**src/rtl/vga_sync_decoder.sv**
```systemverilog
// VGA sync decoder: rebuilds pixel coordinates from incoming active-low
// hsync/vsync, measures line/frame periods and tracks timing lock.
module vga_sync_decoder #(
    parameter int H_DISP       = 640,
    parameter int H_SYNC_START = 656,
    parameter int H_TOTAL      = 800,
    parameter int V_DISP       = 480,
    parameter int V_SYNC_START = 490,
    parameter int V_TOTAL      = 525,
    parameter int LOCK_FRAMES  = 2
) (
    input  logic       clk,
    input  logic       reset_n,
    input  logic       p_tick,
    input  logic       hsync_in,
    input  logic       vsync_in,
    output logic [9:0] pixel_x,
    output logic [9:0] pixel_y,
    output logic       video_on,
    output logic       line_start,
    output logic       frame_start,
    output logic [9:0] h_total,
    output logic [9:0] v_total,
    output logic       locked,
    output logic       sync_err
);

    localparam logic [9:0] HDisp      = 10'(H_DISP);
    localparam logic [9:0] HSyncStart = 10'(H_SYNC_START);
    localparam logic [9:0] HTotal     = 10'(H_TOTAL);
    localparam logic [9:0] HTotalM1   = 10'(H_TOTAL - 1);
    localparam logic [9:0] VDisp      = 10'(V_DISP);
    localparam logic [9:0] VSyncStart = 10'(V_SYNC_START);
    localparam logic [9:0] VTotal     = 10'(V_TOTAL);
    localparam logic [9:0] VTotalM1   = 10'(V_TOTAL - 1);
    localparam logic [9:0] CntMax     = 10'h3FF;
    localparam logic [3:0] LockFrames = 4'(LOCK_FRAMES);

    typedef enum logic [1:0] {
        SEARCH,
        VERIFY,
        LOCKED
    } state_e;

    logic hs_meta_q, hs_sync_q, hs_prev_q;
    logic vs_meta_q, vs_sync_q, vs_prev_q;

    logic [9:0] h_cnt_q, h_cnt_d, h_per_q, h_per_d, h_total_q, h_total_d;
    logic [9:0] v_cnt_q, v_cnt_d, v_per_q, v_per_d, v_total_q, v_total_d;
    logic [9:0] h_meas;
    logic       hfall, vfall, h_wrap, v_wrap, h_bad, v_bad;

    state_e     state_q, state_d;
    logic [3:0] good_cnt_q, good_cnt_d, good_inc;
    logic       lines_ok_q, lines_ok_d;
    logic       err_d;

    logic line_start_q, frame_start_q, sync_err_q, video_on_q;

    // Two-flop synchronizers plus a tick-rate history flop; idle level is high
    always_ff @(posedge clk or negedge reset_n) begin
        if (!reset_n) begin
            hs_meta_q <= 1'b1;
            hs_sync_q <= 1'b1;
            hs_prev_q <= 1'b1;
            vs_meta_q <= 1'b1;
            vs_sync_q <= 1'b1;
            vs_prev_q <= 1'b1;
        end else begin
            hs_meta_q <= hsync_in;
            hs_sync_q <= hs_meta_q;
            vs_meta_q <= vsync_in;
            vs_sync_q <= vs_meta_q;
            if (p_tick) begin
                hs_prev_q <= hs_sync_q;
                vs_prev_q <= vs_sync_q;
            end
        end
    end

    assign hfall    = p_tick && hs_prev_q && !hs_sync_q;
    assign vfall    = p_tick && vs_prev_q && !vs_sync_q;
    assign h_wrap   = p_tick && !hfall && (h_cnt_q == HTotalM1);
    assign v_wrap   = h_wrap && !vfall && (v_cnt_q == VTotalM1);
    assign h_meas   = (h_per_q == CntMax) ? CntMax : h_per_q + 10'd1;
    assign h_bad    = hfall && (h_meas != HTotal);
    assign v_bad    = vfall && (v_per_q != VTotal);
    assign good_inc = good_cnt_q + 4'd1;

    // Coordinate counters and period measurement, advanced only on pixel ticks
    always_comb begin
        h_cnt_d   = h_cnt_q;
        h_per_d   = h_per_q;
        h_total_d = h_total_q;
        v_cnt_d   = v_cnt_q;
        v_per_d   = v_per_q;
        v_total_d = v_total_q;
        if (p_tick) begin
            if (hfall) begin
                h_cnt_d   = HSyncStart;
                h_per_d   = 10'd0;
                h_total_d = h_meas;
            end else begin
                h_cnt_d = h_wrap ? 10'd0 : h_cnt_q + 10'd1;
                if (h_per_q != CntMax) h_per_d = h_per_q + 10'd1;
            end
            if (vfall) begin
                v_cnt_d   = VSyncStart;
                v_total_d = v_per_q;
                // A line wrap landing on the vsync tick belongs to the new frame
                v_per_d   = h_wrap ? 10'd1 : 10'd0;
            end else if (h_wrap) begin
                v_cnt_d = v_wrap ? 10'd0 : v_cnt_q + 10'd1;
                if (v_per_q != CntMax) v_per_d = v_per_q + 10'd1;
            end
        end
    end

    // Lock FSM: one sync_err per offending tick; a tainted frame is not counted
    always_comb begin
        state_d    = state_q;
        good_cnt_d = good_cnt_q;
        lines_ok_d = lines_ok_q;
        err_d      = 1'b0;
        if (p_tick) begin
            case (state_q)
                SEARCH: begin
                    if (vfall) begin
                        state_d    = VERIFY;
                        good_cnt_d = 4'd0;
                        lines_ok_d = 1'b1;
                    end
                end
                default: begin
                    if (h_bad || v_bad) begin
                        err_d      = 1'b1;
                        state_d    = VERIFY;
                        good_cnt_d = 4'd0;
                        lines_ok_d = vfall;
                    end else if (vfall) begin
                        lines_ok_d = 1'b1;
                        if (lines_ok_q && state_q == VERIFY) begin
                            good_cnt_d = good_inc;
                            if (good_inc >= LockFrames) state_d = LOCKED;
                        end
                    end
                end
            endcase
        end
    end

    // State and output registers; all outputs clear immediately on reset
    always_ff @(posedge clk or negedge reset_n) begin
        if (!reset_n) begin
            h_cnt_q       <= 10'd0;
            h_per_q       <= 10'd0;
            h_total_q     <= 10'd0;
            v_cnt_q       <= 10'd0;
            v_per_q       <= 10'd0;
            v_total_q     <= 10'd0;
            state_q       <= SEARCH;
            good_cnt_q    <= 4'd0;
            lines_ok_q    <= 1'b0;
            line_start_q  <= 1'b0;
            frame_start_q <= 1'b0;
            sync_err_q    <= 1'b0;
            video_on_q    <= 1'b0;
        end else begin
            h_cnt_q       <= h_cnt_d;
            h_per_q       <= h_per_d;
            h_total_q     <= h_total_d;
            v_cnt_q       <= v_cnt_d;
            v_per_q       <= v_per_d;
            v_total_q     <= v_total_d;
            state_q       <= state_d;
            good_cnt_q    <= good_cnt_d;
            lines_ok_q    <= lines_ok_d;
            line_start_q  <= h_wrap;
            frame_start_q <= v_wrap;
            sync_err_q    <= err_d;
            video_on_q    <= (state_q == LOCKED) && (h_cnt_q < HDisp) && (v_cnt_q < VDisp);
        end
    end

    assign pixel_x     = h_cnt_q;
    assign pixel_y     = v_cnt_q;
    assign h_total     = h_total_q;
    assign v_total     = v_total_q;
    assign line_start  = line_start_q;
    assign frame_start = frame_start_q;
    assign sync_err    = sync_err_q;
    assign video_on    = video_on_q;
    assign locked      = (state_q == LOCKED);

endmodule
```
**config.mk**
```make
export PLATFORM = sky130hd
export DESIGN_NAME = vga_sync_decoder
export DESIGN_NICKNAME = d
export VERILOG_FILES = /design/src/rtl/vga_sync_decoder.sv
export SDC_FILE = /design/constraint.sdc
export NUM_CORES = 1
export LEC_CHECK = 0
export BUFFER_PORTS_ARGS = -buffer_cell sky130_fd_sc_hd__clkbuf_2
export CELL_PAD_IN_SITES_DETAIL_PLACEMENT = 2
export CELL_PAD_IN_SITES_GLOBAL_PLACEMENT = 2
export CORE_MARGIN = 2
export CORE_UTILIZATION = 25
export CTS_CLUSTER_DIAMETER = 50
export DETAILED_ROUTE_END_ITERATION = 16
export GPL_ROUTABILITY_DRIVEN = 0
export PLACE_DENSITY = 0.6
export SETUP_SLACK_MARGIN = 0.5
export SLEW_MARGIN = 40
export SYNTH_ARGS = -nofsm -noshare
export SYNTH_HDL_FRONTEND = slang
export SYNTH_SLANG_ARGS = --single-unit
```
**constraint.sdc**
```tcl
create_clock -name clk -period 3.79 [get_ports clk]
set_input_delay 0.379 -clock clk [delete_from_list [all_inputs] [get_ports clk]]
set_output_delay 0.379 -clock clk [all_outputs]
set_load 0.01 [all_outputs]
```
==> summary.txt <==
N_diodes = 0
Sequential share of the synthesized area = 48.5%
Die area = 17000 um^2
Crit path largest cell delay = 0.71 ns
Flop2flop setup slack = 1.22 ns
Number of clock sinks = 77
CTS root buffer = clkbuf_16
Worst Skew = 0.00673 ns
CP delay by family, top = simple AND/OR/NAND/NOR gates
Synthesized Nets = 441
Min-delay worst type = primary input to asynchronous set/reset pin
EDFF count, synth = 0
R2r startpoint = h_per_q[0]
Relative slew slack = 56.0%
Compound-Gate Fraction of Synth Area = 16.5%
Nets = 486
Synth async-reset ratio = 100%
Largest family of logic cells by synthesized area = simple AND/OR/NAND/NOR gates
Min Tclk post-route = 2.57 ns
DP HPWL = 8060 um
Yosys cell types = 67
Clock Path Buffers = 2
Synth Area in Simple Gates = 23.4%
Initial antenna violation count = 0
CP Class = flop to flop
Initial DRC Count = 146
# rows = 46
Post-CTS Setup Bufs = 0
WP data arrival = 2.77 ns
FMAX = 390 MHz
Worst-path clk slew = 0.06 ns
Vias in the first global route = 3659
Worst path cell trace = ha_1, nand4_1, or4_1, nand3_1, nor2_1, o21ai_0, o31ai_1
First-pass GRT wire length = 19700 um
Largest net degree at the start of global routing = 78
Die Span X = 130 um
Starting Density = 25.4%
Placement Cell Area = 4420 um^2
Post-Synth XOR/XNOR Area = 2.86%
Core ar. = 15700 um^2
Final Hold Fails = 0
TritonRoute pass-1 iters = 6
Syn avg cell area = 9.31 um^2
CTS tree = yes
Top cells by area, synth = dfrtp_1, nand2_1, o21ai_0
Cell Pwr Density = 418 nW/um^2
Final period util = 67.7%
Worst-margin pin slew = 0.660 ns
Ports = 50
Mux cell area share after synthesis = 1.60%
# DRC = 0
Final WL = 11500 um
Req. time, crit path = 4.00 ns
Yosys warning count = 0
Crit start category = flop
Cts repair resizes = 0
Total congestion overflow = 0
Reg2reg end = h_per_q[7]
CP bufs+invs = 0
Post-route setup TNS = 0 ns
P_leak = 2.05 nW
Post-Synthesis Cell Area = 3990 um^2
Reg2Reg Depth = 7
Wire per inst = 16.6 um
Crit Path Max Fanout = 8
Synth area leader = dfrtp_1
Worst setup EP type = flop
Final core utilization = 29.9%
DR vias = 3346
Area share of the largest cell type after synthesis = 44.6%
RSZ-0062 raised after global routing = false
Worst IR drop on VDD = 0.214 mV
Port bufs = 49
Htree depth = 3
Hold_buf cts = 0
Syn-to-layout area delta = 18.0%
Overall Global Routing Usage = 14.9%
Clk Latency, worst-skew pair = 0.34 ns
Top FF cell, synth = dfrtp_1
Adder-Cell Fraction of Synth Area = 2.51%
Max-cap violations = 0
Yosys reg bits = 77
Design area = 4700 um^2
DR vias/cell = 4.83
Chip height = 130 um
Share of layout cells above drive strength 1 = 19.5%
Status = completed
Final Max Slew Viols = 0
Hold slack final = 0.0747 ns
Syn Inst Count = 428
Max stage delay cell, worst path = or4_1
Antenna viol nets, final = 0
CTS buffer count = 9
Design Power = 1.97 mW
Setup violators final = 0
## metal layers
metal	up-vias	share of wire, %	GRT usage (%)
met5	-	0	0
met4	0	0.95	4.24
met3	9	2.9	3.81
met2	33	50	25.1
met1	1698	46	18.8
li1	1606	-	-
## logic make-up (layout without fill, tap and decap cells)
| kind of cell | after synthesis | in the layout |
|---|---|---|
| compound gates | 102 | 102 |
| flops | 77 | 77 |
| fa+ha+maj | 8 | 8 |
| buf+inv | 34 | 83 |
| mux | 6 | 6 |
| simple gates | 188 | 188 |
| xor+xnor | 13 | 13 |
## layout make-up
type,count,area [um^2]
repair buffers,55,299
flip-flops and latches,77,1930
clock inverters,1,5.00
fillers,1814,11000
multi-input cells,317,1870
inverters,13,48.8
well taps,216,270
clock buffers,14,274
## layout by cell type, fill, tap and decap left out, types with 5 or more instances in the layout
cell and n:
buf_4 6, nand4_1 6, clkbuf_2 48, and3_1 8, ha_1 8, nor2_1 36
clkbuf_16 9, a21oi_1 13, nor3_1 5, o31ai_1 5, o21ai_0 42, nand3_1 20
nand3b_1 5, and2_1 5, xor2_1 10, dfrtp_1 71, nand2_1 68, dfstp_2 6
a31oi_1 9, inv_1 11
## worst register-to-register path, cell delays in order, from the launching register on
cell and delay (ns):
dfrtp_1 0.45, ha_1 0.37, nand4_1 0.22, or4_1 0.71, nand3_1 0.35, nor2_1 0.07
o21ai_0 0.18, o31ai_1 0.09
## worst max path at each step
stage	slack [ns]	from	endpoint	cells past startpoint
2_1_floorplan	1.56	h_per_q[0]	h_per_q[4]	9
3_3_place_gp	1.17	p_tick	pixel_y[5]	8
3_5_place_dp	1.08	p_tick	pixel_y[0]	8
4_1_cts	1.16	h_per_q[0]	h_per_q[7]	7
5_1_grt	0.92	h_per_q[0]	h_per_q[9]	7
6_report	1.22	h_per_q[0]	h_per_q[7]	7
## stage by stage
stage | setup WS [ns] | cells
after floorplan | 1.56 | 428
after global placement | 1.17 | 678
after detailed placement | 1.08 | 678
after CTS | 1.16 | 693
after global routing | 0.923 | 693
final | 1.22 | 693
## synthesized netlist by cell type (all sizes together), types with 7 or more instances
cell type / instances
a21oi: 13
a31oi: 9
and2: 7
and3: 10
buf: 7
clkbuf: 14
dfrtp: 71
ha: 8
inv: 12
nand2: 68
nand3: 20
nor2: 37
o21ai: 43
o31ai: 7
xor2: 10
## registers in the layout, indices dropped and copies added, names as in the netlist
register and flops:
frame_start 1, good_cnt_q 4, h_per_q 10, h_total 10
hs_meta_q 1, hs_prev_q 1, hs_sync_q 1, line_start 1
lines_ok_q 1, pixel_x 10, pixel_y 10, state_q 2
sync_err 1, v_per_q 10, v_total 10, video_on 1
vs_meta_q 1, vs_prev_q 1, vs_sync_q 1
## where the power goes
part / switching (mW) / internal, mW / total [mW] / leakage, nW
clock network: 0.338 / 0.493 / 0.831 / 0.139
registers: 0.0512 / 0.873 / 0.925 / 0.981
logic: 0.130 / 0.0792 / 0.209 / 0.928
Note: power is estimated with default switching activity, not from simulation.
